$ cat config.mk
export PLATFORM = sky130hd
export DESIGN_NAME = ls_mem_unit
export DESIGN_NICKNAME = d
export VERILOG_FILES = /design/src/rtl/rv32i_types_pkg.sv /design/src/rtl/ls_mem_unit_align.sv /design/src/rtl/ls_mem_unit.sv
export SDC_FILE = /design/constraint.sdc
export NUM_CORES = 1
export LEC_CHECK = 0
export BUFFER_PORTS_ARGS = -buffer_cell sky130_fd_sc_hd__buf_4
export CAP_MARGIN = 0
export CORE_ASPECT_RATIO = 0.75
export CORE_MARGIN = 4
export CORE_UTILIZATION = 27
export CTS_BUF_LIST = sky130_fd_sc_hd__clkbuf_4 sky130_fd_sc_hd__clkbuf_8
export DETAILED_ROUTE_END_ITERATION = 12
export PLACE_DENSITY = 0.52
export SYNTH_ARGS = -nofsm -noshare
export SYNTH_HDL_FRONTEND = slang
export SYNTH_SLANG_ARGS = --single-unit
$ cat constraint.sdc
create_clock -name clk -period 4.6 [get_ports clk]
set_input_delay 0.23 -clock clk [delete_from_list [all_inputs] [get_ports clk]]
set_output_delay 0.23 -clock clk [all_outputs]
set_load 0.05 [all_outputs]
$ cat src/rtl/rv32i_types_pkg.sv
// Shared types for the load/store memory stage: queue entry, funct3 codes, FSM states, CDB payload.
package rv32i_types;

    localparam int unsigned rob_size = 5;
    localparam int unsigned xlen     = 32;

    typedef enum logic [2:0] {
        F3_B  = 3'b000,
        F3_H  = 3'b001,
        F3_W  = 3'b010,
        F3_BU = 3'b100,
        F3_HU = 3'b101
    } mem_f3_t;

    typedef enum logic [1:0] {
        IDLE = 2'd0,
        REQ  = 2'd1,
        DONE = 2'd2
    } ls_state_t;

    typedef struct packed {
        logic                valid;
        logic                mem_inst;
        logic                store;
        logic [2:0]          funct3;
        logic [xlen-1:0]     rs1_v;
        logic [xlen-1:0]     rs2_v;
        logic [xlen-1:0]     ls_imm;
        logic [rob_size-1:0] rob_id_dest;
    } ls_q_entry;

    typedef struct packed {
        logic                valid;
        logic [rob_size-1:0] rob_id;
        logic [xlen-1:0]     data;
        logic                exc;
    } cdb_t;

endpackage

$ cat src/rtl/ls_mem_unit_align.sv
// Combinational address/alignment/mask/lane logic for the memory stage.
module ls_align
    import rv32i_types::*;
(
    input  logic [2:0]      funct3,
    input  logic [xlen-1:0] rs1_v,
    input  logic [xlen-1:0] ls_imm,
    input  logic [xlen-1:0] rs2_v,
    input  logic [2:0]      ld_funct3,
    input  logic [1:0]      ld_offset,
    input  logic [xlen-1:0] rdata,
    output logic [xlen-1:0] aligned_addr,
    output logic [1:0]      offset,
    output logic            legal,
    output logic [3:0]      mask,
    output logic [xlen-1:0] wdata,
    output logic [xlen-1:0] ld_data
);

    logic [xlen-1:0] ea;
    logic [3:0]      base_mask;
    logic [xlen-1:0] ld_shifted;

    // Effective address, alignment check, byte mask and store lane shift
    always_comb begin
        ea           = rs1_v + ls_imm;
        offset       = ea[1:0];
        aligned_addr = {ea[xlen-1:2], 2'b00};
        legal        = 1'b0;
        base_mask    = 4'b1111;
        case (funct3)
            F3_B, F3_BU: legal = 1'b1;
            F3_H, F3_HU: legal = ~ea[0];
            F3_W:        legal = (ea[1:0] == 2'b00);
            default:     legal = 1'b0;
        endcase
        case (funct3[1:0])
            2'b00:   base_mask = 4'b0001;
            2'b01:   base_mask = 4'b0011;
            default: base_mask = 4'b1111;
        endcase
        mask  = base_mask << offset;
        wdata = rs2_v << {offset, 3'b000};
    end

    // Load lane extraction and sign/zero extension
    always_comb begin
        ld_shifted = rdata >> {ld_offset, 3'b000};
        case (ld_funct3)
            F3_B:    ld_data = {{24{ld_shifted[7]}}, ld_shifted[7:0]};
            F3_BU:   ld_data = {24'h0, ld_shifted[7:0]};
            F3_H:    ld_data = {{16{ld_shifted[15]}}, ld_shifted[15:0]};
            F3_HU:   ld_data = {16'h0, ld_shifted[15:0]};
            default: ld_data = ld_shifted;
        endcase
    end

endmodule

$ cat src/rtl/ls_mem_unit.sv
// Single-outstanding data-memory stage between the load/store queue and the CDB.
module ls_mem_unit
    import rv32i_types::*;
(
    input  logic                clk,
    input  logic                rst,
    input  ls_q_entry           ls_in,
    output logic                in_flight_mem,
    output logic [xlen-1:0]     dmem_addr,
    output logic [3:0]          dmem_rmask,
    output logic [3:0]          dmem_wmask,
    output logic [xlen-1:0]     dmem_wdata,
    input  logic [xlen-1:0]     dmem_rdata,
    input  logic                dmem_resp,
    output logic                cdb_valid,
    output logic [rob_size-1:0] cdb_rob_id,
    output logic [xlen-1:0]     cdb_data,
    output logic                cdb_exc
);

    ls_state_t state, state_next;
    logic      accept;

    logic [xlen-1:0]     req_addr;
    logic [1:0]          req_off;
    logic [2:0]          req_f3;
    logic                req_store;
    logic [3:0]          req_rmask;
    logic [3:0]          req_wmask;
    logic [xlen-1:0]     req_wdata;
    logic [rob_size-1:0] rob_q;
    logic [xlen-1:0]     data_q;
    logic                exc_q;
    cdb_t                cdb_c;

    logic [xlen-1:0] a_addr;
    logic [1:0]      a_off;
    logic            a_legal;
    logic [3:0]      a_mask;
    logic [xlen-1:0] a_wdata;
    logic [xlen-1:0] a_ld_data;

    assign accept = (state == IDLE) && ls_in.valid && ls_in.mem_inst;

    ls_align u_align (
        .funct3       (ls_in.funct3),
        .rs1_v        (ls_in.rs1_v),
        .ls_imm       (ls_in.ls_imm),
        .rs2_v        (ls_in.rs2_v),
        .ld_funct3    (req_f3),
        .ld_offset    (req_off),
        .rdata        (dmem_rdata),
        .aligned_addr (a_addr),
        .offset       (a_off),
        .legal        (a_legal),
        .mask         (a_mask),
        .wdata        (a_wdata),
        .ld_data      (a_ld_data)
    );

    // State register
    always_ff @(posedge clk or negedge rst) begin
        if (!rst) state <= IDLE;
        else      state <= state_next;
    end

    // Next-state: illegal accesses skip the memory request
    always_comb begin
        state_next = state;
        case (state)
            IDLE:    if (accept) state_next = a_legal ? REQ : DONE;
            REQ:     if (dmem_resp) state_next = DONE;
            DONE:    state_next = IDLE;
            default: state_next = IDLE;
        endcase
    end

    // Request payload captured at accept; load result captured on response
    always_ff @(posedge clk or negedge rst) begin
        if (!rst) begin
            req_addr  <= '0;
            req_off   <= '0;
            req_f3    <= '0;
            req_store <= 1'b0;
            req_rmask <= '0;
            req_wmask <= '0;
            req_wdata <= '0;
            rob_q     <= '0;
            data_q    <= '0;
            exc_q     <= 1'b0;
        end else if (accept) begin
            req_addr  <= a_addr;
            req_off   <= a_off;
            req_f3    <= ls_in.funct3;
            req_store <= ls_in.store;
            req_rmask <= ls_in.store ? 4'b0000 : a_mask;
            req_wmask <= ls_in.store ? a_mask : 4'b0000;
            req_wdata <= ls_in.store ? a_wdata : '0;
            rob_q     <= ls_in.rob_id_dest;
            data_q    <= '0;
            exc_q     <= ~a_legal;
        end else if ((state == REQ) && dmem_resp && !req_store) begin
            data_q <= a_ld_data;
        end
    end

    // Outputs are state decodes gating registered payloads
    always_comb begin
        in_flight_mem = (state != IDLE);
        dmem_addr     = '0;
        dmem_rmask    = '0;
        dmem_wmask    = '0;
        dmem_wdata    = '0;
        cdb_c         = '0;
        if (state == REQ) begin
            dmem_addr  = req_addr;
            dmem_rmask = req_rmask;
            dmem_wmask = req_wmask;
            dmem_wdata = req_wdata;
        end
        if (state == DONE) begin
            cdb_c.valid  = 1'b1;
            cdb_c.rob_id = rob_q;
            cdb_c.data   = data_q;
            cdb_c.exc    = exc_q;
        end
        cdb_valid  = cdb_c.valid;
        cdb_rob_id = cdb_c.rob_id;
        cdb_data   = cdb_c.data;
        cdb_exc    = cdb_c.exc;
    end

endmodule

==> results.md, run 1 <==
- The setup-violating endpoint count in the final report is 0.
- The number of placement rows is 53.
- The post-place setup slack is between 1.5 and 2 ns.
- The number of fill cells is about 2900.
- The analysis attributes to cell leakage a power of just over 0.005 uW.
- Summing the areas of all compound-gate instances in the mapped netlist gives between 20% and 30% of the synthesized area.
- Global routing consumed, over all layers together, roughly 16% of the routing resources.
- The synthesized netlist devotes between 20% and 30% of its cell area to simple gates.
- The critical path is of the flip-flop to flip-flop type.
- The proportion of layout cells with a drive suffix above 1 is about a quarter.
- The routed wire length is approximately 25 mm.
- The tree is rooted in a sky130_fd_sc_hd__clkbuf_8.
- Summed over all layers, the global routing overflow is 0.
- The number of enable flip-flop cells after synthesis is 0.
- The floorplan step set the die height to approximately 150 microns.
- In the synthesized netlist, the number of instances is around 900.
- The portion of synthesized area spent on multiplexers is about 4.3%.
- Of all nets on the critical path, the largest fanout is 16.
- The worst path uses a little over half of the clock period.
- The tightest hold path in the finished design has a slack of about 0.046 ns.
- The synthesized netlist devotes under 10% of its cell area to adder and majority cells.
- At the worst endpoint, the required time is a little under 5 ns.
- At the worst endpoint, the arrival time is about 2.9 ns.
- Dividing the detail-routed wire length by the instance count gives 16.6 microns.
- The clock arrives with ~0.015 ns of skew.
- The xor/xnor share of the synthesized area is around 3.4%.
- The synthesized netlist contains 56 unique library cells.
- The post-synthesis sequential area ratio is a little under two fifths.
- The setup fix buffers added after clock tree synthesis is 0.
- The area enclosed by the die boundary is 0.0311 sq mm.
- The number of violations reported at the end of detailed-routing iteration 0 is between 400 and 500.
- The area share of the largest cell type after synthesis is between 30% and 40%.
- The most used flip-flop cell after synthesis is sky130_fd_sc_hd__dfrtp_1.
- Once routing completed, OpenROAD measured the worst setup slack at about 2.1 ns.
- In this run the mean area of a mapped cell was 8.51 sq um.
- The width of the die is about 200 microns.
- The number of detailed-route iterations in the first pass is 4.
- The maximum clock path buffer count is 2.
- After detailed routing, the number of vias per cell comes to 4.70.
- In this run, CTS created clock tree buffers numbering 17.
- Relative to the synthesized area, the layout overhead comes to 35.8%.
- After synthesis the netlist holds a flip-flop and latch count of about 120.
- The clock insertion delay at the later pin of the skew report is around 0.44 ns.
- Detailed routing inserted a total of approximately 7000 vias.
- Entering global routing, the biggest net connects 72 pins.
- The maximum VDD drop is roughly 0.15 mV.
- The TritonCTS clock tree is yes.
- The multi-input combinational cell area is approximately 0.0044 sq mm.
- The count of endpoints failing hold in the final timing report came to 0.
- STA classifies the critical path startpoint as a flip-flop.
- The clock slew at the register clock pins of the worst setup and hold paths is 0.08 ns.
- The number of sinks driven by the clock tree is about 120.
- The post-layout net count is ~1300.
- Subtracting the final worst setup slack from the clock period gives approximately 2.5 ns.
- The number of antenna violations at the first check in global routing is 0.
- The final weighted congestion in routability-driven placement is 0.841.
- Sorting the synthesized cells by area gives the leading types as sky130_fd_sc_hd__dfrtp_1, sky130_fd_sc_hd__and2_1, sky130_fd_sc_hd__nand2_1.
- The region available for standard cell placement spans approximately 0.028 sq mm.
- At the pin with the least slew margin, the transition time is about 1 ns.
- The warning count from the yosys run is 0.
- The sum of negative setup slack is 0 ns.
- The wire length of the first global-routing pass is 40.1 mm.
- The H-tree depth is 4.
- The via count of the first global-routing pass is roughly 7200.
- The detail route stage leaves a number of antenna-violating nets equal to 0.
- STA classifies the critical path endpoint as a flip-flop.
- The run finished with clean final reports.
- The starting density of the core is 27.4%.
- The min-delay analysis places its worst path in the category input port to flip-flop.
- Cells fill between 30 and 40% of the core in the end.
- After legalization and detailed placement, the total HPWL measured around 19 mm.
- Dividing total power by cell area gives a power density of 354 mW/mm^2.
- The cell type with the largest total area after synthesis is sky130_fd_sc_hd__dfrtp_1.
- The number of port buffers is about 250.
- The most used standard cell by instance count after synthesis is sky130_fd_sc_hd__nand2_1.
- Static timing analysis puts the maximum clock frequency at 398 MHz.
- In the routed design, unresolved DRC markers number 0.
- The number of primary I/O pins is ~250.
- The sequential cell area is 0.00290 sq mm.
- By area, the combinational part of the netlist is dominated by simple AND/OR/NAND/NOR gates.
- The mapped cell area is approximately 0.0076 sq mm.
- Across the run, the number of max-cap violations was 0.
- Sorting the synthesized cells by how often they occur yields sky130_fd_sc_hd__nand2_1, sky130_fd_sc_hd__dfrtp_1, sky130_fd_sc_hd__and2_1, sky130_fd_sc_hd__clkbuf_1, sky130_fd_sc_hd__o21ai_0.
- The final count of pins violating max slew is 0.
- Setup repair after global routing left no endpoint under its margin.
- Of all flip-flops after synthesis, the portion carrying an async set or reset was 100%.
- The worst max-slew margin expressed relative to the limit is a little under a third.
worst max-delay path: stages (launching register included):
cell and delay, ns:
sky130_fd_sc_hd__dfrtp_1 0.60, sky130_fd_sc_hd__nor2b_1 0.59, sky130_fd_sc_hd__nand2_1 0.11, sky130_fd_sc_hd__o21ai_0 0.15, sky130_fd_sc_hd__a21oi_1 0.11, sky130_fd_sc_hd__nor2_1 0.09
sky130_fd_sc_hd__o21ba_1 0.57, sky130_fd_sc_hd__a22o_1 0.23
path summary, 6_finish.rpt:
path                             start      endpoint  slack [ns]  depth (start not counted)
max                         req_off[0]    data_q[29]        2.09                          7
min                          ls_in[41]  req_wdata[4]        0.05                          2
max reg2reg                 req_off[0]    data_q[29]        2.09                          7
min reg2reg                req_addr[9]   req_addr[9]        0.47                          2
max in group asynchronous          rst      rob_q[0]        3.09                          3
min in group asynchronous          rst  req_wdata[6]        0.37                          2
power by group:
part / internal (uW) / switching (uW) / leakage [uW]
clock network: 532 / 453 / 0.000198
logic: 519 / 790 / 0.00337
registers: 1250 / 135 / 0.00152
state kept, by name, summed over array words and instances (netlist names):
signal and count:
req_f3 3, state 2, rob_q 5, data_q 32, req_wdata 32, req_addr 30, req_rmask 4, req_off 2
exc_q 1, req_store 1, req_wmask 4
layout make-up:
type,instances,share of cell area (%)
sequential,116,28.0
tap,385,4.64
clock inverter,11,1.22
multi-input combinational,701,42.9
inverter,15,0.543
clock buffer,21,2.73
timing repair buffer,272,20.0
antenna,1,0.0241
repair_timing:
action                    4_1_cts  5_1_grt
hold endpoints to repair       72        4
hold buffers                    7        4
gates resized for setup         0        0
per-stage QoR:
stage | instance area [sq um] | total power (uW) | instances
after global placement | 9850 | 2700 | 1478
final | 10400 | 3680 | 1522
after detailed placement | 9850 | 2720 | 1478
after floorplan | 7640 | 2270 | 899
after CTS | 10300 | 3730 | 1517
after global routing | 10400 | 3950 | 1521
kinds of logic (layout without fill, tap and decap cells):
logic type,count (synthesis),after routing
fa+ha+maj,32,32
simple gates,353,353
flops,116,116
other cells,1,3
compound gates,251,251
xor+xnor,30,30
mux,33,33
buf+inv,82,319
cell usage in the layout, fill, tap and decap left out, types with 9 or more instances in the layout:
| cell | n |
|---|---|
| sky130_fd_sc_hd__dlygate4sd3_1 | 11 |
| sky130_fd_sc_hd__nor2b_1 | 19 |
| sky130_fd_sc_hd__xnor2_1 | 18 |
| sky130_fd_sc_hd__o21ai_1 | 29 |
| sky130_fd_sc_hd__a21o_1 | 14 |
| sky130_fd_sc_hd__xor2_1 | 12 |
| sky130_fd_sc_hd__nand2_1 | 139 |
| sky130_fd_sc_hd__nor2_1 | 32 |
| sky130_fd_sc_hd__ha_1 | 31 |
| sky130_fd_sc_hd__a22o_1 | 36 |
| sky130_fd_sc_hd__o21ai_0 | 58 |
| sky130_fd_sc_hd__and2_1 | 109 |
| sky130_fd_sc_hd__clkbuf_8 | 20 |
| sky130_fd_sc_hd__a21oi_1 | 48 |
| sky130_fd_sc_hd__nand3_1 | 25 |
| sky130_fd_sc_hd__buf_4 | 260 |
| sky130_fd_sc_hd__mux2i_1 | 32 |
| sky130_fd_sc_hd__dfrtp_1 | 116 |
| sky130_fd_sc_hd__inv_1 | 15 |
| sky130_fd_sc_hd__a211oi_1 | 9 |
metal layers:
| metal | share of wire (%) | global-route usage, % | up-vias |
|---|---|---|---|
| li1 | - | - | 3593 |
| met1 | 50 | 23.4 | 3361 |
| met2 | 44 | 24.1 | 187 |
| met3 | 5.3 | 3.65 | 12 |
| met4 | 0.92 | 2.84 | 0 |
| met5 | 0 | 0 | - |
Power figures use the tool's default switching activity.
==> inputs of run 2 (changes only) <==
--- a/config.mk
+++ b/config.mk
@@ -5,6 +5,7 @@
 export SDC_FILE = /design/constraint.sdc
 export NUM_CORES = 1
 export LEC_CHECK = 0
+export ABC_AREA = 1
 export BUFFER_PORTS_ARGS = -buffer_cell sky130_fd_sc_hd__buf_4
 export CAP_MARGIN = 0
 export CORE_ASPECT_RATIO = 0.75
@@ -12,7 +13,7 @@
 export CORE_UTILIZATION = 27
 export CTS_BUF_LIST = sky130_fd_sc_hd__clkbuf_4 sky130_fd_sc_hd__clkbuf_8
 export DETAILED_ROUTE_END_ITERATION = 12
-export PLACE_DENSITY = 0.52
+export PLACE_DENSITY = 0.53
 export SYNTH_ARGS = -nofsm -noshare
 export SYNTH_HDL_FRONTEND = slang
 export SYNTH_SLANG_ARGS = --single-unit
==> constraint.sdc (replaced) <==
create_clock -name clk -period 2.21 [get_ports clk]
set_input_delay 0.1105 -clock clk [delete_from_list [all_inputs] [get_ports clk]]
set_output_delay 0.1105 -clock clk [all_outputs]
set_load 0.05 [all_outputs]
==> run 2 against run 1 <==
Sequential share of layout area decreased by 2.9 points; global-route usage grew 2.0 points; cell count up 31%; largest cell class unchanged; cell area grew 11%; setup slack got worse by 1.9 ns; clock skew shrank 0.0070 ns; synthesized area increased by 10%; critical path depth rose by 2; worst hold slack worse by 0.00090 ns; wire length rose by 24%; utilization grew 0.83 points; clock power increased by 130%.
==> results.md, run 2 <==
- By area the synthesized netlist is led by sky130_fd_sc_hd__dfrtp_1, sky130_fd_sc_hd__nand2_1, sky130_fd_sc_hd__inv_1.
- The most common cell after layout, fill and taps aside is sky130_fd_sc_hd__nand2_1.
- The worst max-slew margin expressed relative to the limit is 50.9% (+20 points).
- The clock insertion delay at the later pin of the skew report is 0.45 ns (about the same).
- The overall power after layout is 8320 uW (+130%).
- The warning count from the yosys run was 0 (unchanged).
- The post-layout minimum cycle time is about 2.0 ns.
- The pin count of the biggest net entering global routing is 117 (+63%).
- The via count of the routed design is 9089 (+27%).
- The mean cell area of the mapped netlist is 6.46 sq um (-24%).
- The number of primary I/O pins came to 254 (unchanged).
- The maximum clock path buffer count was 2 (unchanged).
- The HPWL after detailed placement is 23.9 mm (+26%).
- The transition time at the pin with the least slew margin came to 0.736 ns (-0.293 ns).
- The cell type with the largest total area after synthesis is sky130_fd_sc_hd__dfrtp_1.
- The register-to-register setup slack was 0.28 ns (-1.81 ns).
- The number of enable flip-flop cells after synthesis is 0 (unchanged).
- The sum of negative setup slack came to 0 ns (unchanged).
- The worst hold slack is 0.0452 ns (-0.000897 ns).
- The largest registers in the layout are data_q: 32 flops, req_wdata: 32 flops, req_addr: 30 flops.
- The maximum fanout along the worst path is 9 (-7).
- The setup fix buffers added after clock tree synthesis is 0 (unchanged).
- The proportion of layout cells with a drive suffix above 1 is 20.6% (-6.0 points).
- The post-route antenna net violation count is 0 (unchanged).
- The placeable core region is 0.0304 sq mm (+9.0%).
- The wire length of the first global-routing pass is 48.5 mm (+21%).
- The count of endpoints failing hold in the final timing report is 0 (unchanged).
- The number of placement rows came to 55 (+3.8%).
- The fraction of registers with async set or reset after synthesis is 100% (unchanged).
- The data required time of the critical path is 2.52 ns (-2.45 ns).
- The post-layout net count is 1748 (+35%).
- The setup-violating endpoint count in the final report is 0 (unchanged).
- The worst setup skew after layout came to 0.00818 ns (-0.00697 ns).
- sky130_fd_sc_hd__nand2_1 is the most common cell in the netlist.
- The final weighted congestion in routability-driven placement is 0.885 (+5.2%).
- The endpoint class of the critical path is a flip-flop.
- The number of sinks driven by the clock tree was 116 (unchanged).
- The starting density of the core is 27.7% (+0.29 points).
- The gate count of the mapped netlist was 1302 (+45%).
- The overflow left after global routing is 0 (unchanged).
- The post-synthesis cell type count is 42 (-25%).
- The count of instances resized after the clock tree is built was 0 (unchanged).
- The post-synthesis sequential area ratio came to 34.5% (-3.5 points).
- The width of the die is 212 microns (+4.7%).
- The number of port buffers is 251 (unchanged).
- The library cells used most frequently in the layout, excluding fill and tap cells, are sky130_fd_sc_hd__nand2_1, sky130_fd_sc_hd__buf_4, sky130_fd_sc_hd__inv_1.
- The final count of pins violating max slew is 0 (unchanged).
- The mapped cell area is 0.00841 sq mm (+10%).
- Relative to the synthesized area, the layout overhead comes to 37.3%.
- In the synthesized netlist, the cells that appear most often are sky130_fd_sc_hd__nand2_1, sky130_fd_sc_hd__inv_1, sky130_fd_sc_hd__nor2_1, sky130_fd_sc_hd__dfrtp_1, sky130_fd_sc_hd__o21ai_0.
- The number of fill cells came to 3325 (+15%).
- The area enclosed by the die boundary is 0.0341 sq mm (+9.6%).
- The post-route fraction of the period consumed by the critical path is 91.8%.
- The clock slew at the register clock pins of the worst setup and hold paths is 0.08 ns (about the same).
- The routed wire length is 31.1 mm (+24%).
- The library cell used as clock root buffer is sky130_fd_sc_hd__clkbuf_8.
- The number of detailed-route iterations in the first pass is 7 (+3).
- The run finished with clean final reports.
- The area share of the largest cell type after synthesis is 34.5% (-3.5 points).
- The power density of the placed cells is 720 mW/mm^2 (+100%).
- The number of CTS-inserted buffers is 17 (unchanged).
- The maximum VDD drop is 0.330 mV (+120%).
- The vertical extent of the die is 161 microns (+4.7%).
- The detailed-route DRC error count is 0 (unchanged).
- The static leakage power is 0.00628 uW (+23%).
- The detailed-route wire length per cell is 15.7 microns (-5.4%).
- Setup repair after global routing left no endpoint under its margin.
- The via count of the first global-routing pass is 8781 (+22%).
- The flip-flop and latch count after synthesis is 116 (unchanged).
- The kind of path behind the tightest hold check is input port to flip-flop.
- The global-route usage over all layers is 17.8% (+2.0 points).
- The via count normalized by instance count came to 4.57 (-2.7%).
- The critical path is of the input port to flip-flop type.
- The number of violations reported at the end of detailed-routing iteration 0 is 659 (+52%).
- The number of antenna violations at the first check in global routing is 2 (+2).
- STA classifies the critical path startpoint as an input port.
- Timing would allow up to approximately 490 MHz.
- For this run, the leading register cell type out of synthesis is sky130_fd_sc_hd__dfrtp_1.
- TritonCTS built the clock tree.
- The max-capacitance violation count is 0 (unchanged).
- The H-tree depth was 4 (unchanged).
- The critical path arrival is 2.34 ns (-0.54 ns).
## run 2: changes by cell type after synthesis, sizes merged, moves of 13 or more
| cell | change |
|---|---|
| nand2 | +233 |
| inv | +240 |
| clkbuf | -30 |
| o22ai | +47 |
| nand3 | +50 |
| and2 | -108 |
| nor2 | +141 |
| nor2b | -21 |
| a21o | -13 |
| a22o | -36 |
| buf | +14 |
| mux2i | -25 |
## run 2: kinds of logic after synthesis
group | share of synthesized area (%)
fa+ha+maj | 4.85
mux | 0.833
flops | 34.5
simple gates | 30.1
buf+inv | 14.3
compound gates | 13.9
other cells | 0.0446
xor+xnor | 1.46
## run 2: worst max-delay path: stages
cell                            delay [ns]
sky130_fd_sc_hd__buf_4                0.11
sky130_fd_sc_hd__ha_1                 0.22
sky130_fd_sc_hd__fa_1                 0.53
sky130_fd_sc_hd__nor2_1               0.21
sky130_fd_sc_hd__clkinv_1             0.12
sky130_fd_sc_hd__buf_4                0.19
sky130_fd_sc_hd__o221ai_1             0.17
sky130_fd_sc_hd__dlygate4sd3_1        0.60
sky130_fd_sc_hd__o22ai_1              0.07
## run 2: worst paths after layout
kind | end | start | depth (start not counted)
min | req_wdata[12] | ls_in[49] | 3
max in group asynchronous | req_wdata[3] | rst | 3
max | req_wdata[17] | ls_in[5] | 9
min in group asynchronous | req_addr[7] | rst | 3
max reg2reg | data_q[26] | req_off[0] | 9
min reg2reg | req_addr[29] | req_addr[29] | 2
## run 2: cell type report
| cell class | count | area, sq um | area share [%] |
|---|---|---|---|
| diodes | 1 | 2.50 | 0.0217 |
| clock buffers | 21 | 277 | 2.39 |
| clock inverters | 11 | 174 | 1.51 |
| inverters | 258 | 971 | 8.40 |
| multi-input cells | 878 | 4320 | 37.4 |
| flip-flops and latches | 116 | 2900 | 25.1 |
| well taps | 399 | 499 | 4.32 |
| repair buffers | 303 | 2410 | 20.9 |
## run 2: where the power goes
group,total (uW),internal (uW),switching (uW)
clock,2310,1320,986
sequential,2780,2590,188
combinational,3240,1130,2100
total,8320,5040,3270
## run 2: through the flow
step           utilization, %  cells  instance area, sq um  worst slack, ns
5_1_grt                  38.0   1987                 11600            0.106
4_1_cts                  38.0   1986                 11600            0.218
2_1_floorplan               -   1303                  8420           0.0654
3_3_place_gp             35.3   1919                 10800            0.209
3_5_place_dp             35.3   1919                 10800            0.187
6_report                 38.0   1987                 11600            0.181
## run 2: layer usage
metal | share of wire (%) | GRT usage [%] | vias to the layer above
met5 | 0.026 | 0 | -
met1 | 50 | 27.1 | 4159
met2 | 41 | 26.0 | 334
met4 | 0.94 | 3.01 | 2
met3 | 8.2 | 4.28 | 22
li1 | - | - | 4572
## run 2: what timing repair did
item | in CTS | in global routing
setup endpoints to repair | 0 | 0
endpoints found under the hold margin | 150 | 0
hold buffers | 35 | 0
==> inputs of run 3 (changes only) <==
--- a/config.mk
+++ b/config.mk
@@ -16,4 +16,5 @@
 export PLACE_DENSITY = 0.53
 export SYNTH_ARGS = -nofsm -noshare
 export SYNTH_HDL_FRONTEND = slang
+export SYNTH_HIERARCHICAL = 1
 export SYNTH_SLANG_ARGS = --single-unit
==> run 3 against run 2 <==
Fmax decreased by 2.7%; clock skew increased by 0.013 ns; first-iteration DRC count grew 3.9%; sequential cell count grew 2; setup slack worse by 0.057 ns; utilization is 1.4 points lower; die area grew 7.2%; non-clock buffer count is 9 lower; cell count rose by 9.5%; combinational power fell by 2%; cell area increased by 3.8%; clock power up 2%; critical path type is now flip-flop to primary output; largest cell class unchanged; largest power group unchanged.
==> results.md, run 3 <==
- The flow ran to the end, and the final reports show no timing, DRC or antenna violations.
- The via count normalized by instance count was 4.46 (-2.5%).
- The maximum VDD drop came to 0.374 mV (+13%).
- The detailed-route wire length per cell is 15.4 microns (-1.7%).
- The multiplexer share of the synthesized area came to 0% (-0.83 points).
- The launch point of the worst hold path is dmem_rdata[7].
- The number of port buffers is 253 (+0.80%).
- The number of violations reported at the end of detailed-routing iteration 0 is 685 (+3.9%).
- Compared with the post-synthesis result, the final layout area differs by 32.5%.
- The overflow left after global routing is 0 (unchanged).
- The proportion of layout cells with a drive suffix above 1 is 19.6% (-0.99 points).
- Ranked by instance count, the synthesized netlist is headed by sky130_fd_sc_hd__nand2_1, sky130_fd_sc_hd__inv_1, sky130_fd_sc_hd__nor2_1, sky130_fd_sc_hd__dfrtp_1, sky130_fd_sc_hd__o21ai_0.
- The depth of the worst register-to-register path is 5 (-4).
- The adder-cell area share of the yosys netlist is 4.51% (-0.34 points).
- The post-synthesis sequential area ratio is 32.6% (-1.9 points).
- The kind of path behind the tightest hold check is input port to flip-flop.
- The area share of the largest cell type after synthesis was 32.6% (-1.9 points).
- The gate count of the mapped netlist was 1476 (+13%).
- The placeable core region is 0.0327 sq mm (+7.6%).
- The startpoint identified for the worst register-to-register timing path is state[0].
- The utilization after layout is 36.6% (-1.4 points).
- The width of the die came to 219 microns (+3.6%).
- The final count of pins violating max slew was 0 (unchanged).
- The number of antenna repair diodes is 0 (-1).
- The worst setup skew after layout is 0.0216 ns (+0.0135 ns).
- The TritonCTS clock tree is yes.
- The mean cell area of the mapped netlist was 6.13 sq um (-5.1%).
- The library cells used most frequently in the layout, excluding fill and tap cells, are sky130_fd_sc_hd__nand2_1, sky130_fd_sc_hd__buf_4, sky130_fd_sc_hd__inv_1.
- The endpoint class of the critical path is a primary output.
- The post-layout net count is 1895 (+8.4%).
- The H-tree depth was 4 (unchanged).
- The max-capacitance violation count is 0 (unchanged).
- The library cell used as clock root buffer is sky130_fd_sc_hd__clkbuf_8.
- The wire length of the first global-routing pass is 52.8 mm (+8.7%).
- The path with the worst hold slack has its endpoint at data_q[7].
- The detailed-route DRC error count is 0 (unchanged).
- The number of sinks driven by the clock tree is 118 (+1.7%).
- The mapped cell area was 0.00905 sq mm (+7.6%).
- The HPWL after detailed placement is 26.0 mm (+8.8%).
- The maximum fanout along the worst path is 6 (-3).
- The number of antenna violations at the first check in global routing is 0 (-2).
- The warning count from the yosys run is 6 (+6).
- The final weighted congestion in routability-driven placement is 0.872 (-1.5%).
- The worst setup path is launched from a flip-flop.
- The data required time of the critical path came to 2.10 ns (-0.42 ns).
- The library cell used most frequently in the layout, excluding fill and tap cells, is sky130_fd_sc_hd__nand2_1.
- The starting density of the core came to 27.6% (about the same).
- The area enclosed by the die boundary is 0.0365 sq mm (+7.2%).
- In the post-synthesis netlist, the cell with the most instances is sky130_fd_sc_hd__nand2_1.
- The routed wire length is 33.5 mm (+7.6%).
- The post-layout minimum cycle time came to 2.09 ns (+0.0573 ns).
- The post-route antenna net violation count is 0 (unchanged).
- The synthesized design spends more area on one cell type than any other, namely sky130_fd_sc_hd__dfrtp_1.
- The post-synthesis cell type count is 36 (-14%).
- The global-route usage over all layers is 18.2% (+0.37 points).
- The largest registers in the layout are data_q: 32 flops, req_addr: 32 flops, req_wdata: 32 flops.
- The fraction of registers with async set or reset after synthesis is 100% (unchanged).
- The kind of critical path is flip-flop to primary output.
- The critical path arrival came to 1.98 ns (-0.36 ns).
- The number of enable flip-flop cells after synthesis came to 0 (unchanged).
- The static leakage power is 0.00660 uW (+5.1%).
- The power density of the placed cells came to 693 mW/mm^2 (-3.8%).
- The final critical-path setup slack is 0.123 ns (-0.0573 ns).
- The register-to-register setup slack came to 0.16 ns (-0.12 ns).
- Setup repair after global routing could not meet its margin everywhere.
- The post-route fraction of the period consumed by the critical path is 94.4% (+2.6 points).
- The terminus of the critical flop-to-flop path is state[0].
- The via count of the routed design is 9696 (+6.7%).
- The flip-flop and latch count after synthesis is 118 (+1.7%).
- The number of detailed-route iterations in the first pass is 5 (-2).
- The xor/xnor share of the synthesized area is 1.55% (+0.091 points).
- The depth of the worst hold-timing path is 5 (+2).
- The maximum achievable frequency is 479 MHz (-2.7%).
- The setup-violating endpoint count in the final report is 0 (unchanged).
- The number of primary I/O pins came to 254 (unchanged).
- The largest family of logic cells by synthesized area is simple AND/OR/NAND/NOR gates.
- The number of CTS-inserted buffers came to 17 (unchanged).
- The post-place setup slack is 0.0742 ns (-0.113 ns).
- The pin count of the biggest net entering global routing is 75 (-36%).
- The vertical extent of the die is 167 microns (+3.5%).
- The count of endpoints failing hold in the final timing report came to 0 (unchanged).
- The maximum clock path buffer count is 2 (unchanged).
- The clock slew at the register clock pins of the worst setup and hold paths is 0.07 ns (about the same).
- The via count of the first global-routing pass is 9402 (+7.1%).
- The simple logic cell fraction of the synthesized area is 34.0% (+3.9 points).
- The number of placement rows is 57 (+3.6%).
- The commonest register cell after synthesis is sky130_fd_sc_hd__dfrtp_1.
- The clock insertion delay at the later pin of the skew report came to 0.46 ns (about the same).
- By area the synthesized netlist is led by sky130_fd_sc_hd__dfrtp_1, sky130_fd_sc_hd__nand2_1, sky130_fd_sc_hd__inv_1.
- The number of fill cells is 3628 (+9.1%).
- The compound-cell area share of the yosys netlist was 11.9% (-2.0 points).
[run 3: stage by stage]
step	std cells	total power [uW]	hold slack [ns]	instance area, sq um	TNS [ns]
after global routing	2175	8960	0.0647	12000	-0.0210
after CTS	2172	8420	0.0324	12000	-0.00714
after global placement	2130	5960	0.112	11400	0
final	2175	8300	0.0740	12000	0
after detailed placement	2130	5980	0.114	11400	0
after floorplan	1477	4940	-0.185	9050	0
[run 3: report_power, final]
part	leakage [uW]	switching, uW	internal [uW]	total (uW)
Sequential	0.00154	203	2590	2790
Clock	0.000226	999	1350	2350
Combinational	0.00483	2090	1070	3160
Total	0.00660	3290	5020	8300
[run 3: kinds of logic (layout without fill, tap and decap cells)]
| logic type | after synthesis | in the layout |
|---|---|---|
| buf+inv | 338 | 594 |
| xor+xnor | 16 | 16 |
| fa+ha+maj | 32 | 32 |
| simple gates | 772 | 772 |
| other cells | 1 | 2 |
| compound gates | 199 | 199 |
| flops | 118 | 118 |
[run 3: timing repair]
item	CTS	global route
setup endpoints to repair	1	79
buffers inserted	0	3
gates resized for setup	0	3
hold buffers	11	0
hold endpoints to repair	38	0
[run 3: final cells by class]
| class | instances | area, sq um | area share [%] |
|---|---|---|---|
| Clock inverter | 8 | 146 | 1.22 |
| Timing Repair Buffer | 294 | 2300 | 19.2 |
| Tap cell | 442 | 553 | 4.61 |
| Clock buffer | 23 | 298 | 2.48 |
| Sequential cell | 118 | 2950 | 24.6 |
| Inverter | 269 | 1020 | 8.49 |
| Multi-Input combinational cell | 1021 | 4720 | 39.4 |
[run 3: critical path, stage by stage (launching register included)]
cell and delay (ns):
sky130_fd_sc_hd__dfrtp_1 0.45, sky130_fd_sc_hd__nor2_2 0.23, sky130_fd_sc_hd__clkinvlp_4 0.21, sky130_fd_sc_hd__buf_4 0.19, sky130_fd_sc_hd__nor2_1 0.20, sky130_fd_sc_hd__buf_4 0.25
[run 3: per-layer routing]
layer	track usage [%]	vias up	share of wire (%)
li1	-	4978	-
met1	27.6	4425	52
met2	26.6	268	41
met3	3.90	25	6.0
met4	3.74	0	1.4
met5	0	-	0
[run 3: worst max-delay path by stage]
| stage | from | to | slack, ns | cells past startpoint |
|---|---|---|---|---|
| 2_1_floorplan | state[1] | cdb_data[10] | 0.13 | 6 |
| 3_3_place_gp | ls_in[69] | req_wdata[28] | 0.09 | 8 |
| 3_5_place_dp | ls_in[69] | req_wdata[21] | 0.07 | 8 |
| 4_1_cts | state[1] | dmem_rmask[1] | -0.007 | 5 |
| 5_1_grt | state[0] | cdb_rob_id[4] | -0.01 | 5 |
| 6_report | state[0] | cdb_rob_id[4] | 0.12 | 5 |
